$ cat src/rtl/mips_pkg.sv
// Shared encodings, FSM states, ALU operations and instruction decode for the multicycle core.
package mips_pkg;

  // Primary opcodes (instr[31:26])
  localparam logic [5:0] OpRtype = 6'h00;
  localparam logic [5:0] OpBeq   = 6'h04;
  localparam logic [5:0] OpBne   = 6'h05;
  localparam logic [5:0] OpAddi  = 6'h08;

  // R-type function codes (instr[5:0])
  localparam logic [5:0] FnJr  = 6'h08;
  localparam logic [5:0] FnAdd = 6'h20;
  localparam logic [5:0] FnSub = 6'h22;
  localparam logic [5:0] FnAnd = 6'h24;
  localparam logic [5:0] FnOr  = 6'h25;
  localparam logic [5:0] FnSlt = 6'h2A;

  typedef enum logic [1:0] {
    StFetch,
    StDecode,
    StExecute,
    StWriteback
  } state_e;

  typedef enum logic [2:0] {
    AluAdd,
    AluSub,
    AluAnd,
    AluOr,
    AluSlt
  } alu_op_e;

  // Retirement behaviour class of a latched instruction
  typedef enum logic [2:0] {
    ClsAlu,
    ClsAddi,
    ClsBranch,
    ClsJr,
    ClsIllegal
  } instr_cls_e;

  typedef struct packed {
    instr_cls_e cls;
    alu_op_e    alu_op;
  } decode_t;

  // Map an instruction word to its class and ALU operation; anything unrecognised is illegal.
  function automatic decode_t decode_instr(input logic [31:0] ir);
    decode_t d;
    d.cls    = ClsIllegal;
    d.alu_op = AluAdd;
    case (ir[31:26])
      OpRtype: begin
        case (ir[5:0])
          FnAdd: begin d.cls = ClsAlu; d.alu_op = AluAdd; end
          FnSub: begin d.cls = ClsAlu; d.alu_op = AluSub; end
          FnAnd: begin d.cls = ClsAlu; d.alu_op = AluAnd; end
          FnOr:  begin d.cls = ClsAlu; d.alu_op = AluOr;  end
          FnSlt: begin d.cls = ClsAlu; d.alu_op = AluSlt; end
          FnJr:  d.cls = ClsJr;
          default: ;
        endcase
      end
      OpAddi: begin
        d.cls    = ClsAddi;
        d.alu_op = AluAdd;
      end
      OpBeq, OpBne: begin
        d.cls    = ClsBranch;
        d.alu_op = AluSub;
      end
      default: ;
    endcase
    return d;
  endfunction

endpackage

$ cat src/rtl/mips_alu.sv
// Combinational XLEN-wide ALU: add, subtract, and, or, signed set-less-than.
module mips_alu
  import mips_pkg::*;
#(
  parameter int unsigned XLEN = 32
) (
  input  logic [XLEN-1:0] a,
  input  logic [XLEN-1:0] b,
  input  alu_op_e         op,
  output logic [XLEN-1:0] y,
  output logic            zero
);

  // Select the operation result; arithmetic wraps modulo 2^XLEN
  always_comb begin
    y = '0;
    case (op)
      AluAdd:  y = a + b;
      AluSub:  y = a - b;
      AluAnd:  y = a & b;
      AluOr:   y = a | b;
      AluSlt:  y[0] = ($signed(a) < $signed(b));
      default: y = '0;
    endcase
  end

  assign zero = (y == '0);

endmodule

$ cat src/rtl/mips_multicycle_core.sv
// Four-state multicycle MIPS subset core with internal register file and debug read port.
module mips_multicycle_core
  import mips_pkg::*;
#(
  parameter int unsigned     XLEN     = 32,
  parameter int unsigned     NREG     = 32,
  parameter logic [XLEN-1:0] PC_RESET = '0
) (
  input  logic            clk,
  input  logic            reset,
  input  logic            instr_valid,
  input  logic [31:0]     instr,
  output logic            instr_ready,
  output logic [XLEN-1:0] pc,
  output logic [XLEN-1:0] result,
  output logic            done,
  output logic            illegal,
  input  logic [4:0]      dbg_addr,
  output logic [XLEN-1:0] dbg_data
);

  state_e state_q, state_d;

  logic [31:0]     ir_q;
  logic [XLEN-1:0] a_q, b_q, imm_q;
  logic [XLEN-1:0] alu_q;
  logic            taken_q;
  logic [XLEN-1:0] pc_q, result_q;
  logic            done_q, illegal_q;

  // Sized for the full 5-bit index space; entries at or above NREG are never written.
  logic [XLEN-1:0] regs_q [32];

  decode_t         dec;
  logic            accept;
  logic [XLEN-1:0] alu_b, alu_y;
  logic            alu_zero;
  logic [XLEN-1:0] pc_plus4;
  logic            wb_en;
  logic [4:0]      wb_idx;
  logic [XLEN-1:0] wb_data, pc_next, result_next;
  logic            illegal_next;
  logic            unused_shamt;

  // r0 and indices beyond the implemented set read as zero.
  function automatic logic [XLEN-1:0] reg_read(input logic [4:0] idx);
    logic [XLEN-1:0] v;
    v = '0;
    if (idx != 5'd0 && 32'(idx) < NREG) v = regs_q[idx];
    return v;
  endfunction

  assign dec          = decode_instr(ir_q);
  assign instr_ready  = (state_q == StFetch);
  assign accept       = instr_valid & instr_ready;
  assign unused_shamt = ^ir_q[10:6];

  assign alu_b = (dec.cls == ClsAddi) ? imm_q : b_q;

  mips_alu #(
    .XLEN(XLEN)
  ) u_alu (
    .a    (a_q),
    .b    (alu_b),
    .op   (dec.alu_op),
    .y    (alu_y),
    .zero (alu_zero)
  );

  // Next-state sequencing; only FETCH waits, the other states advance unconditionally
  always_comb begin
    state_d = state_q;
    case (state_q)
      StFetch:     if (accept) state_d = StDecode;
      StDecode:    state_d = StExecute;
      StExecute:   state_d = StWriteback;
      StWriteback: state_d = StFetch;
      default:     state_d = StFetch;
    endcase
  end

  // Retirement effects derived from the latched instruction and execute results
  always_comb begin
    pc_plus4     = pc_q + XLEN'(4);
    wb_en        = 1'b0;
    wb_idx       = ir_q[15:11];
    wb_data      = alu_q;
    pc_next      = pc_plus4;
    result_next  = alu_q;
    illegal_next = 1'b0;
    case (dec.cls)
      ClsAlu: begin
        wb_en  = 1'b1;
        wb_idx = ir_q[15:11];
      end
      ClsAddi: begin
        wb_en  = 1'b1;
        wb_idx = ir_q[20:16];
      end
      ClsBranch: begin
        if (taken_q) pc_next = pc_plus4 + (imm_q << 2);
      end
      ClsJr: begin
        pc_next     = a_q;
        result_next = a_q;
      end
      default: begin
        result_next  = pc_plus4;
        illegal_next = 1'b1;
      end
    endcase
  end

  // State register
  always_ff @(posedge clk or posedge reset) begin
    if (reset) state_q <= StFetch;
    else       state_q <= state_d;
  end

  // Datapath registers: each stage loads only in its own state, so late instr changes are ignored
  always_ff @(posedge clk or posedge reset) begin
    if (reset) begin
      ir_q      <= '0;
      a_q       <= '0;
      b_q       <= '0;
      imm_q     <= '0;
      alu_q     <= '0;
      taken_q   <= 1'b0;
      pc_q      <= PC_RESET;
      result_q  <= '0;
      done_q    <= 1'b0;
      illegal_q <= 1'b0;
      for (int i = 0; i < 32; i++) regs_q[i] <= '0;
    end else begin
      done_q    <= 1'b0;
      illegal_q <= 1'b0;
      case (state_q)
        StFetch: begin
          if (accept) ir_q <= instr;
        end
        StDecode: begin
          a_q   <= reg_read(ir_q[25:21]);
          b_q   <= reg_read(ir_q[20:16]);
          imm_q <= XLEN'($signed(ir_q[15:0]));
        end
        StExecute: begin
          alu_q   <= alu_y;
          taken_q <= (ir_q[31:26] == OpBne) ? !alu_zero : alu_zero;
        end
        StWriteback: begin
          pc_q      <= pc_next;
          result_q  <= result_next;
          done_q    <= 1'b1;
          illegal_q <= illegal_next;
          if (wb_en && wb_idx != 5'd0 && 32'(wb_idx) < NREG) regs_q[wb_idx] <= wb_data;
        end
        default: ;
      endcase
    end
  end

  assign pc       = pc_q;
  assign result   = result_q;
  assign done     = done_q;
  assign illegal  = illegal_q;
  assign dbg_data = reg_read(dbg_addr);

endmodule

$ cat config.mk
export PLATFORM = sky130hd
export DESIGN_NAME = mips_multicycle_core
export DESIGN_NICKNAME = d
export VERILOG_FILES = /design/src/rtl/mips_pkg.sv /design/src/rtl/mips_alu.sv /design/src/rtl/mips_multicycle_core.sv
export SDC_FILE = /design/constraint.sdc
export NUM_CORES = 2
export LEC_CHECK = 0
export BUFFER_PORTS_ARGS = -buffer_cell sky130_fd_sc_hd__buf_2
export CORE_ASPECT_RATIO = 1.4
export CORE_MARGIN = 4
export CORE_UTILIZATION = 58
export DETAILED_ROUTE_END_ITERATION = 10
export PLACE_DENSITY = 0.77
export SLEW_MARGIN = 40
export SYNTH_ARGS = -nofsm -noshare
export SYNTH_HDL_FRONTEND = slang
export SYNTH_HIERARCHICAL = 1
export SYNTH_SLANG_ARGS = --single-unit
$ cat constraint.sdc
create_clock -name clk -period 36.7 [get_ports clk]
set_input_delay 1.835 -clock clk [delete_from_list [all_inputs] [get_ports clk]]
set_output_delay 1.835 -clock clk [all_outputs]
set_load 0.02 [all_outputs]
==> insert_results.sql <==
INSERT INTO impl_metrics (metric_group, metric, value, unit) VALUES
('worst_setup_path', 'timing.critical_path.slowest_cell_delay', '0.69', 'ns'),
('synth', 'post-synth-top-area-cell', 'sky130_fd_sc_hd__dfrtp_1', ''),
('route', 'drt-wirelength-per-cell', '34.6', 'um'),
('clocking', 'cts.repair_timing.setup_buffer_count', '0', ''),
('synth', 'synth-async-reset-ratio', '100', '%'),
('route', 'drt.antenna.violating_nets', '0', ''),
('clocking', 'h-tree-depth', '3', ''),
('timing', 'tns', '0', 'ns'),
('route', 'drt-vias-per-instance', '7.55', ''),
('synth', 'syn_inst', '6262', ''),
('synth', 'synthDominantCellAreaShare', '38.3', '%'),
('worst_setup_path', 'timing.rr.end', 'taken_q', ''),
('synth', 'synthesis.area_per_instance', '12.9', 'um2'),
('timing', 'final.setup_skew', '0.0381', 'ns'),
('worst_setup_path', 'critical_path.max_fanout', '79', ''),
('synth', 'syn-cell-area', '0.0807', 'mm2'),
('run_status', 'run_status', 'finished clean', ''),
('floorplanning', 'dieWidth', '323', 'um'),
('clocking', 'cts_resized', '0', ''),
('worst_setup_path', 'critPathRequiredTime', '34.86', 'ns'),
('run', 'maxCapViolCount', '0', ''),
('floorplanning', 'initial_core_util', '58.5', '%'),
('power_and_ir_drop', 'power_density', '68.3', 'mW/mm2'),
('timing', 'layout_min_cycle_time', '7.83', 'ns'),
('worst_setup_path', 'ff2ff_path_depth', '19', ''),
('timing', 'final_max_slew_viol_count', '0', ''),
('hold_path', 'worst_hold_startpoint', 'regs_q[996]', ''),
('hold_path', 'worstHoldPathType', 'reg -> reg', ''),
('grt', 'grt_first_pass_wirelength', '402000', 'um'),
('grt', 'globalRouteOverflowTotal', '0', ''),
('timing', 'timing_worst_slew_pin_value', '0.967', 'ns'),
('hold_path', 'depth_of_the_worst_hold_timing_path', '0', ''),
('synth', 'synth_common_cells', '1237 x sky130_fd_sc_hd__dfrtp_1, 890 x sky130_fd_sc_hd__mux2_2, 685 x sky130_fd_sc_hd__mux4_2, 367 x sky130_fd_sc_hd__a21oi_1, 361 x sky130_fd_sc_hd__clkbuf_1', ''),
('clocking', 'clock_sink_count', '1237', ''),
('synth', 'synth-seq-area-share', '38.3', '%'),
('worst_setup_path', 'cp-end-kind', 'output port', ''),
('floorplanning', 'pin_count', '139', ''),
('route', 'drt_first_iter_violations', '8293', ''),
('timing', 'rsz_0062_raised_after_global_routing', 'no', ''),
('floorplanning', 'die_outline_area', '0.145', 'mm2'),
('route', 'first_drt_pass_iteration_count', '6', ''),
('place', 'place.detailed.hpwl', '160000', 'um'),
('place', 'gp_congestion', '0.989', ''),
('route', 'route.vias.total', '59900', ''),
('worst_setup_path', 'crit_path_cell_trace', 'buf_8 > buf_4 > buf_6 > buf_6 > mux4_2 > mux4_2 > mux2i_1 > nor2_1 > buf_2', ''),
('worst_setup_path', 'cpMaxStageDelayCell', 'sky130_fd_sc_hd__buf_6', ''),
('worst_setup_path', 'r2r-start', 'ir_q[27]', ''),
('hold_path', 'timing.hold.worst_endpoint', 'regs_q[996]', ''),
('grt', 'number_of_global_route_vias_before_repair', '60400', ''),
('route', 'drt_drc_violations_left', '0', ''),
('worst_setup_path', 'rrSetupSlack', '29.68', 'ns'),
('timing', 'max-slew-margin-rel', '35.5', '%'),
('worst_setup_path', 'timing.critical_path.max_delay_family', 'buffers and inverters', ''),
('timing', 'finalHoldViolCount', '0', ''),
('power_and_ir_drop', 'leakage', '38.8', 'nW'),
('clocking', 'clk-insertion-delay-late', '0.78', 'ns'),
('worst_setup_path', 'critical_path_arrival', '6.00', 'ns'),
('clocking', 'ctsLongestPathBuffers', '3', ''),
('floorplanning', 'core_area', '0.138', 'mm2'),
('worst_setup_path', 'timing.setup.critical_path_class', 'in -> out', ''),
('synth', 'ys_seq_elements', '1237', ''),
('clocking', 'cts_root_buffer', 'sky130_fd_sc_hd__clkbuf_16', ''),
('finish', 'share_of_layout_cells_above_drive_strength_1', '39.7', '%'),
('synth', 'post-synth-top-count-cell', 'sky130_fd_sc_hd__dfrtp_1', ''),
('grt', 'initial_antenna_violation_count', '19', ''),
('timing', 'finalSetupViolCount', '0', ''),
('finish', 'area_delta_synth_final', '7.27', '%'),
('worst_setup_path', 'worst-path-buf-inv', '5', ''),
('worst_setup_path', 'cp-start-kind', 'input pin', ''),
('floorplanning', 'rows', '161', ''),
('timing', 'hold_slack', '0.424', 'ns');
final cells by class:
cell class                 count  area (um2)
inverter                     199         759
fill                        9991       51400
tap                         1793        2240
sequential                  1237       31000
multi-input combinational   4205       46300
clock inverter                63         816
timing repair buffer         265        2050
clock buffer                 163        3410
antenna                        7        17.5
cell usage in the layout (no fill, tap or decap), drive strengths merged, types with 22 or more instances in the layout:
master  synthesis  final
clkinv          2     35
nand2         155    155
nor2b          35     35
a21oi         369    369
o22ai         151    151
a221oi         60     60
clkbuf        362    164
nand3          41     41
o31ai          27     27
dfrtp        1237   1237
mux2i         327    327
o221ai         94     94
nor2          280    280
mux4          685    685
mux2         1184   1184
ha            135    135
xnor2          37     37
buf           258    264
a211oi         22     22
nor3           80     80
xor2           35     35
a21o           44     44
inv           197    204
o21ai         157    157
through the flow:
| stage | worst slack, ns | cells | cell area (um2) | utilization (%) | total power, mW |
|---|---|---|---|---|---|
| floorplan | 0.00937 | 6262 | 80700 | - | 3.59 |
| global placement | 28.27 | 7687 | 81800 | 59.3 | 4.43 |
| detailed placement | 28.83 | 7693 | 82200 | 59.6 | 4.47 |
| CTS | 28.83 | 7919 | 86400 | 62.6 | 5.81 |
| global route | 28.82 | 7927 | 86600 | 62.7 | 6.12 |
| finish | 28.87 | 7932 | 86600 | 62.7 | 5.91 |
where the power goes:
group / switching [mW] / internal [mW] / total (mW) / leakage (nW)
clock: 0.581 / 0.759 / 1.34 / 2.06
sequential: 0.396 / 1.52 / 1.91 / 16.8
combinational: 1.67 / 0.987 / 2.66 / 19.9
total: 2.65 / 3.26 / 5.91 / 38.8
sequential cells by signal, indices dropped and copies added (netlist names):
register and cells:
pc 32, alu_q 32, a_q 32, regs_q 1024, state_q 2, done 1
taken_q 1, illegal 1, ir_q 32, result 32, imm_q 16, b_q 32
metal layers:
metal	GRT usage [%]	share of wire [%]	vias to the layer above
li1	-	-	23600
met1	46.2	34	30600
met2	55.9	45	4402
met3	11.6	12	1313
met4	26.0	8.4	14
met5	0	0.032	-
how the worst max path moves through the flow:
stage,from,cells past startpoint,end
floorplan,reset,1,a_q[0]
global placement,dbg_addr[1],9,dbg_data[8]
detailed placement,dbg_addr[1],9,dbg_data[8]
CTS,dbg_addr[1],9,dbg_data[8]
global route,dbg_addr[0],9,dbg_data[27]
finish,dbg_addr[1],9,dbg_data[8]
logic make-up (layout without fill, tap and decap cells):
kind of cell               Yosys count  after routing  synth area share [%]
adders and majority gates          138            138                  2.17
buffers and inverters              820            690                  4.75
DFF                               1237           1237                  38.3
and+or+nand+nor                    723            723                  4.46
xor gates and xnor gates            72             72                 0.781
AOI/OAI and AO/OA                 1076           1076                  8.55
muxes                             2196           2196                  40.9
other                                0              7                     0
Note: power is estimated with default switching activity, not from simulation.
